--- config.mk ---
export PLATFORM = sky130hd
export DESIGN_NAME = hplvds_link_ctrl
export DESIGN_NICKNAME = d
export VERILOG_FILES = /design/src/rtl/hplvds_link_ctrl.sv
export SDC_FILE = /design/constraint.sdc
export NUM_CORES = 1
export LEC_CHECK = 0
export CAP_MARGIN = 0
export CELL_PAD_IN_SITES_DETAIL_PLACEMENT = 0
export CELL_PAD_IN_SITES_GLOBAL_PLACEMENT = 1
export CORE_MARGIN = 2
export CORE_UTILIZATION = 41
export CTS_CLUSTER_DIAMETER = 100
export DETAILED_ROUTE_END_ITERATION = 12
export HOLD_SLACK_MARGIN = 0.15
export PLACE_DENSITY_LB_ADDON = 0.1
export SLEW_MARGIN = 20
export SYNTH_ARGS = -nofsm -noshare
export SYNTH_HDL_FRONTEND = slang
export SYNTH_SLANG_ARGS = --single-unit
--- constraint.sdc ---
create_clock -name clk_i -period 4.4 [get_ports clk_i]
set_input_delay 0.66 -clock clk_i [delete_from_list [all_inputs] [get_ports clk_i]]
set_output_delay 0.66 -clock clk_i [all_outputs]
set_load 0.02 [all_outputs]
--- src/rtl/hplvds_link_ctrl.sv ---
// Power-up / link sequencer for one HPLVDS pad pair: settle-timed enables, TX electrical-idle
// minimum and a synchronized RX idle indication. Define HPLVDS_EI_FILTER_EN to add the EI detect filter.
module hplvds_link_ctrl #(
    parameter int unsigned SETTLE_CYC  = 64,
    parameter int unsigned EI_MIN_CYC  = 16,
    parameter int unsigned EI_FILT_CYC = 8
) (
    input  logic clk_i,
    input  logic rst_i,
    input  logic link_en_i,
    input  logic rx_mode_i,
    input  logic tx_ei_req_i,
    output logic ready_o,
    output logic rx_idle_o,
    output logic pad_rterm_en_o,
    output logic pad_rx_en_o,
    output logic pad_rx_vcm_en_o,
    output logic pad_ei_detect_en_o,
    output logic pad_tx_en_o,
    output logic pad_tx_vcm_en_o,
    output logic pad_tx_ei_o,
    input  logic pad_ei_detect_i
);

    localparam int unsigned CNT_MAX = (SETTLE_CYC > EI_MIN_CYC) ? SETTLE_CYC : EI_MIN_CYC;
    localparam int unsigned CW      = $clog2(CNT_MAX);
    localparam logic [CW-1:0] SETTLE_LD = CW'(SETTLE_CYC - 1);
    localparam logic [CW-1:0] EI_LD     = CW'(EI_MIN_CYC - 1);

    typedef enum logic [2:0] {ST_OFF, ST_TERM, ST_ENABLE, ST_ACTIVE, ST_DRAIN} state_e;

    state_e        state_q;
    logic [CW-1:0] cnt_q;
    logic          mode_q;
    logic          ready_q, rx_idle_q;
    logic          rterm_q, rx_en_q, rx_vcm_q, det_q;
    logic          tx_en_q, tx_vcm_q, tx_ei_q;
    logic [1:0]    sync_q;
    logic          filt_d;

    always_ff @(posedge clk_i) begin
        if (rst_i) sync_q <= 2'b11;
        else       sync_q <= {sync_q[0], pad_ei_detect_i};
    end

`ifdef HPLVDS_EI_FILTER_EN
    localparam int unsigned FW = (EI_FILT_CYC > 1) ? $clog2(EI_FILT_CYC) : 1;
    localparam logic [FW-1:0] FILT_LAST = FW'(EI_FILT_CYC - 1);

    logic          filt_q;
    logic [FW-1:0] fcnt_q, fcnt_d;

    // Counts consecutive samples disagreeing with the filtered level; any agreement restarts it.
    always_comb begin
        filt_d = filt_q;
        fcnt_d = '0;
        if (sync_q[1] != filt_q) begin
            if (fcnt_q == FILT_LAST) filt_d = sync_q[1];
            else                     fcnt_d = fcnt_q + 1'b1;
        end
    end

    always_ff @(posedge clk_i) begin
        if (rst_i) begin
            filt_q <= 1'b1;
            fcnt_q <= '0;
        end else begin
            filt_q <= filt_d;
            fcnt_q <= fcnt_d;
        end
    end
`else
    logic unused_filt_cfg;
    assign unused_filt_cfg = (EI_FILT_CYC != 0);
    assign filt_d = sync_q[1];
`endif

    always_ff @(posedge clk_i) begin
        if (rst_i) begin
            state_q   <= ST_OFF;
            cnt_q     <= '0;
            mode_q    <= 1'b0;
            ready_q   <= 1'b0;
            rx_idle_q <= 1'b1;
            rterm_q   <= 1'b0;
            rx_en_q   <= 1'b0;
            rx_vcm_q  <= 1'b0;
            det_q     <= 1'b0;
            tx_en_q   <= 1'b0;
            tx_vcm_q  <= 1'b0;
            tx_ei_q   <= 1'b0;
        end else begin
            ready_q   <= (state_q == ST_ACTIVE);
            rx_idle_q <= (state_q == ST_ACTIVE && mode_q) ? filt_d : 1'b1;
            case (state_q)
                ST_OFF: begin
                    rterm_q  <= 1'b0;
                    rx_en_q  <= 1'b0;
                    rx_vcm_q <= 1'b0;
                    det_q    <= 1'b0;
                    tx_en_q  <= 1'b0;
                    tx_vcm_q <= 1'b0;
                    tx_ei_q  <= 1'b0;
                    if (link_en_i) begin
                        mode_q  <= rx_mode_i;
                        cnt_q   <= SETTLE_LD;
                        state_q <= ST_TERM;
                    end
                end
                ST_TERM: begin
                    rterm_q  <= mode_q;
                    rx_vcm_q <= mode_q;
                    tx_vcm_q <= !mode_q;
                    rx_en_q  <= 1'b0;
                    det_q    <= 1'b0;
                    tx_en_q  <= 1'b0;
                    tx_ei_q  <= 1'b0;
                    if (!link_en_i) begin
                        cnt_q   <= EI_LD;
                        state_q <= ST_DRAIN;
                    end else if (cnt_q == '0) begin
                        cnt_q   <= SETTLE_LD;
                        state_q <= ST_ENABLE;
                    end else begin
                        cnt_q <= cnt_q - 1'b1;
                    end
                end
                ST_ENABLE: begin
                    rterm_q  <= mode_q;
                    rx_vcm_q <= mode_q;
                    rx_en_q  <= mode_q;
                    det_q    <= mode_q;
                    tx_vcm_q <= !mode_q;
                    tx_en_q  <= !mode_q;
                    tx_ei_q  <= !mode_q;
                    if (!link_en_i) begin
                        cnt_q   <= EI_LD;
                        state_q <= ST_DRAIN;
                    end else if (cnt_q == '0) begin
                        // Forced idle from ENABLE counts as an assertion starting at ACTIVE entry
                        cnt_q   <= EI_LD;
                        state_q <= ST_ACTIVE;
                    end else begin
                        cnt_q <= cnt_q - 1'b1;
                    end
                end
                ST_ACTIVE: begin
                    rterm_q  <= mode_q;
                    rx_vcm_q <= mode_q;
                    rx_en_q  <= mode_q;
                    det_q    <= mode_q;
                    tx_vcm_q <= !mode_q;
                    tx_en_q  <= !mode_q;
                    tx_ei_q  <= !mode_q && (tx_ei_req_i || (tx_ei_q && cnt_q != '0));
                    if (!link_en_i) begin
                        cnt_q   <= EI_LD;
                        state_q <= ST_DRAIN;
                    end else if (!mode_q && tx_ei_req_i && !tx_ei_q) begin
                        cnt_q <= EI_LD;
                    end else if (cnt_q != '0) begin
                        cnt_q <= cnt_q - 1'b1;
                    end
                end
                ST_DRAIN: begin
                    tx_ei_q <= !mode_q;
                    rx_en_q <= 1'b0;
                    det_q   <= 1'b0;
                    if (cnt_q == '0) state_q <= ST_OFF;
                    else             cnt_q   <= cnt_q - 1'b1;
                end
                default: state_q <= ST_OFF;
            endcase
        end
    end

    assign ready_o            = ready_q;
    assign rx_idle_o          = rx_idle_q;
    assign pad_rterm_en_o     = rterm_q;
    assign pad_rx_en_o        = rx_en_q;
    assign pad_rx_vcm_en_o    = rx_vcm_q;
    assign pad_ei_detect_en_o = det_q;
    assign pad_tx_en_o        = tx_en_q;
    assign pad_tx_vcm_en_o    = tx_vcm_q;
    assign pad_tx_ei_o        = tx_ei_q;

endmodule

=== Word level (Yosys, flattened, before mapping) ===
Index checks and enable logic that the tools add are counted.

* Input bits: 6
* Word-level logic and storage cells: 72
* Register bits after elaboration: 19
* Output and inout port bits: 9

* Bitwise logic cells: 1
* Add/subtract/negate cells: 1
* Multiplexer cells: 23
* Equal/unequal tests: 11
* Reduce and logical (&&, ||, !) cells: 25

{| class="wikitable"
|+ Operators by type and width
! cell !! count
|-
| 2-to-1 mux 6 bit || 9
|-
| case mux 6 bit (5 select lines) || 1
|-
| 2-to-1 mux 3 bit || 7
|-
| case mux 3 bit (5 select lines) || 1
|-
| != test 2 bit, second input constant || 4
|-
| case mux 1 bit (2 select lines) || 4
|-
| OR reduction 2 bit || 4
|-
| == test 3 x 2 -> 1 bit, second input constant || 2
|-
| logical NOT 6 bit || 1
|-
| != test 3 bit, second input constant || 2
|-
| nonzero test 2 bit || 3
|-
| nonzero test 6 bit || 1
|-
| OR reduction 3 bit || 2
|-
| subtractor 6 x 1 -> 6 bit, second input constant || 1
|-
| logical AND 1 bit || 5
|-
| AND reduction 5 bit || 1
|-
| nonzero test 5 bit || 1
|-
| != test 4 x 2 -> 1 bit, second input constant || 1
|-
| AND reduction 4 bit || 1
|-
| == test 3 x 1 -> 1 bit, second input constant || 1
|-
| == test 3 bit, second input constant || 1
|-
| logical NOT 3 bit || 1
|-
| case mux 1 bit (3 select lines) || 1
|-
| nonzero test 3 bit || 1
|-
| 4 further kinds || 5
|}

=== Longest topological paths before layout ===
* Depth after elaboration: 6
* Mapped depth: 7
* Gate-level depth less buffers: 7

=== Least setup slack after synthesis ===
Ideal clock, no wire load.

* Kind: reg2reg
* From: reg cnt_q[0]
* To: reg cnt_q[2]
* Arrival time: 1.627 ns
* Stages on the path, launching flop included: 8
* Slack: 2.655 ns
* Data required time: 4.281 ns
* Buffers on the path: 0
* Period minus slack after synthesis: 1.745 ns
* Path through: dfxtp_1 inv_1 ha_1 nor3b_2 nand4_1 and3_1 o21a_1 o221a_2

* Longest elaborated chain between the ends: 5
* Elaborated cells on any way between the ends: 15

{| class="wikitable"
|+ RTL lines
! what !! RTL line !! text
|-
| from (decl) || 33 || <nowiki>logic [CW-1:0] cnt_q;</nowiki>
|-
| from (signal assigned) || 125 || <nowiki>cnt_q <= cnt_q - 1'b1;</nowiki>
|-
| from (signal assigned) || 144 || <nowiki>cnt_q <= cnt_q - 1'b1;</nowiki>
|-
| from (signal assigned) || 161 || <nowiki>cnt_q <= cnt_q - 1'b1;</nowiki>
|-
| subtractor 6 x 1 -> 6 bit || n/a ||
|-
| 2-to-1 mux 6 bit || 160 || <nowiki>end else if (cnt_q != '0) begin</nowiki>
|-
| 2-to-1 mux 6 bit || 158 || <nowiki>end else if (!mode_q && tx_ei_req_i && !tx_ei_q) begin</nowiki>
|-
| 2-to-1 mux 6 bit || 155 || <nowiki>if (!link_en_i) begin</nowiki>
|-
| case mux 6 bit (5 select lines) || 95 || <nowiki>case (state_q)</nowiki>
|}

Parallel ways exist; a longest one is shown, timed or not. The select of a mux whose other input is x is not followed.
A chain may end at the register's enable or synchronous reset.

=== Worst setup path in the final report ===
* From: in link_en_i
* To: reg cnt_q[1]

* Longest elaborated chain between the ends: 2
* Elaborated cells on any way between the ends: 7

{| class="wikitable"
|+ RTL lines
! what !! RTL line !! text
|-
| from (decl) || 10 || <nowiki>input logic link_en_i,</nowiki>
|-
| != test 4 x 2 -> 1 bit (no line) (tied with other cells) || n/a ||
|-
| AND reduction 4 bit (no line) or case mux 6 bit (5 select lines) (tied branches) || n/a ||
|}

Parallel ways exist; a longest one is shown, timed or not.

==> results.md <==
* Hold buffers post-CTS at 0
* Status: completed
* Most Frequent Cell on Critical Path: nor3_1
* Total wire length at 2240 um
* Syn Area/Cell at 8.04 um^2
* Htree depth at 1
* Initial antenna violation count at 0
* Inserted Clock Buffers at 3
* Worst Setup SP: link_en_i
* Drt via density at 5.54
* Fillers at 240
* Leak at 0.423 nW
* Nets@finish at 143
* VDD IR max at 177 uV
* Cell Pwr Density at 315 mW/mm^2
* # DRC at 0
* Clk sinks at 19
* Pwr Total at 371 uW
* Slowest CP cell: clkdlybuf4s50_1
* Post-Syn Instances at 128
* Io pins at 15
* Largest net degree at the start of global routing at 19
* Violation count after the first detailed-route iteration at 36
* Max Fanout on Critical Path at 6
* Post-synth EDFFs at 0
* Final setup fails at 0
* Unrepaired setup endpoints after global routing: false
* CP Data Required Time at 4.56 ns
* Slew HR at 58.5%
* GR Util All Layers at 17.6%
* Vias in the first global route at 850
* Wire per inst at 13.6 um
* Top reg by flops: cnt_q
* Syn_nets at 135
* Ys Warns at 0
* Die W at 54.1 um
* GR peak layer: met2
* M1 GR Usage at 23.6%
* Asr flop ratio synth at 0%
* Max FFs per register at 6
* Cell Rows at 18
* Die height at 54.1 um
* Initial Util at 42.3%
* CTS tree: yes
* Clk Latency, worst-skew pair at 0.29 ns
* WHS at 0.423 ns
* Placed wire-length estimate at 1620 um
* Tmin final at 2.15 ns
* Hold_sp: sync_q[0]
* Cell family contributing the most delay on the critical path: buffers and inverters
* Setup total negative slack at 0 ns
* CP max stage delay at 0.56 ns
* Area grow syn2layout at 14.7%
* Worst-Margin Slew at 0.621 ns
* Antenna Nets Post-Route at 0
* Fmax at 465 MHz
* Fin Clk Skew at 0.00590 ns
* Worst hold path type: reg2reg
* Max Cap Violations at 0
* Global-route wire length before repair at 3820 um
* Root Driver: clkbuf_4
* Yosys cell types at 43
* Final hold vios at 0
* CP cell instances: clkdlybuf4s50_1 > nand2b_1 > a2111oi_0 > nor3_1 > nor3_1 > a211oi_1
* Total core area at 0.00243 mm^2
* Postcts setup bufs at 0
* Final GP Congestion at 0.748
* CP Launch Type: input pin
* Largest regs: cnt_q x6, state_q x3, sync_q x2
* Mapped cell area at 0.00103 mm^2
* Gr ovfl total at 0
* R2R Path Start: cnt_q[0]
* CP arrival at 2.31 ns
* Met3 usage in global routing at 3.33%
* Final cycle utilization of the critical path at 48.9%
* Clk buf depth at 2
* Vias at 914
* Diode count at 0
* Final Max Tran Viols at 0
* Crit. End Element: flop
* Share of cells above drive strength 1 at 8.89%
* Crit path buf inv count at 1
* PortBufs at 14
* Clock slew at reported path FFs at 0.11 ns
* Synthesis-stage register bit count at 19
* M2 GR Usage at 29.5%
* Main flop type after synthesis: dfxtp_1
* Register area share after synthesis at 37.0%
* Gates resized, CTS repair at 0
* Setup Crit Path Kind: in2reg
* Pre-antenna DRT Iters at 4
* DIE AREA at 0.00293 mm^2
==> path summary, 6_finish.rpt <==
path | endpoint | slack (ns) | cells past startpoint
hold / removal | sync_q[1] | 0.42 | 1
hold reg to reg | sync_q[1] | 0.42 | 1
setup reg to reg | cnt_q[1] | 2.27 | 7
setup / recovery | cnt_q[1] | 2.25 | 6
==> cells in the final DEF, fill, tap and decap left out, drive strengths merged, types with 3 or more instances in the layout <==
| master | netlist | final |
|---|---|---|
| nor3b | 4 | 4 |
| clkbuf | 7 | 3 |
| nor3 | 8 | 8 |
| nand2 | 9 | 9 |
| clkdlybuf4s50 | 0 | 14 |
| a21oi | 8 | 8 |
| o21ai | 4 | 4 |
| and3 | 3 | 3 |
| nand3 | 4 | 4 |
| or2 | 3 | 3 |
| nand3b | 4 | 4 |
| inv | 5 | 5 |
| a211oi | 4 | 4 |
| nor2 | 14 | 14 |
| dfxtp | 19 | 19 |
==> metal layers <==
metal | vias up | wire, um
met5 | - | 0
met4 | 0 | 15
met3 | 2 | 69
met2 | 17 | 1040
met1 | 421 | 1120
li1 | 474 | -
==> cells in the mapped netlist, drive strengths merged (2+ instances only) <==
library cell	instances	share of area (%)
dfxtp	19	37
nor2	14	5.1
nand2	9	3.3
a21oi	8	3.9
nor3	8	3.9
clkbuf	7	2.8
inv	5	1.8
a211oi	4	2.9
buf	4	2.4
nand3	4	1.9
nand3b	4	2.9
nor3b	4	3.4
o21ai	4	1.9
and3	3	1.8
or2	3	1.8
a22oi	2	1.5
mux2i	2	1.9
nand2b	2	1.2
nand4	2	1.2
nor2b	2	1.2
==> cell type report <==
type / instances / area (um^2) / share of cell area [%]
repair buffers: 14 / 140 / 11.9
multi-input cells: 93 / 576 / 48.8
well taps: 30 / 37.5 / 3.18
clock buffers: 3 / 22.5 / 1.91
flip-flops and latches: 19 / 380 / 32.2
inverters: 5 / 18.8 / 1.59
clock inverters: 1 / 5.00 / 0.424
==> power by group <==
group / internal (mW) / switching (mW) / leakage, nW
Sequential: 0.183 / 0.0162 / 0.156
Combinational: 0.0370 / 0.0444 / 0.249
Clock: 0.0338 / 0.0566 / 0.0177
==> kinds of logic (layout without fill, tap and decap cells) <==
group | Yosys count | after routing | synth area share [%]
buffers and inverters | 16 | 23 | 7.06
xor gates and xnor gates | 1 | 1 | 1.58
AOI/OAI and AO/OA | 30 | 30 | 20.0
and+or+nand+nor | 59 | 59 | 31.3
DFF | 19 | 19 | 37.0
muxes | 2 | 2 | 1.95
adders and majority gates | 1 | 1 | 1.22
==> stage by stage <==
| stage | setup WS (ns) | instances | utilization [%] | instance area, um^2 |
|---|---|---|---|---|
| 2_1_floorplan | 2.65 | 128 | - | 1030 |
| 3_3_place_gp | 2.05 | 161 | 47.4 | 1150 |
| 3_5_place_dp | 1.96 | 161 | 47.4 | 1150 |
| 4_1_cts | 2.25 | 165 | 48.5 | 1180 |
| 5_1_grt | 2.06 | 165 | 48.5 | 1180 |
| 6_report | 2.25 | 165 | 48.5 | 1180 |
No activity file was read; power rests on OpenSTA's default activity.
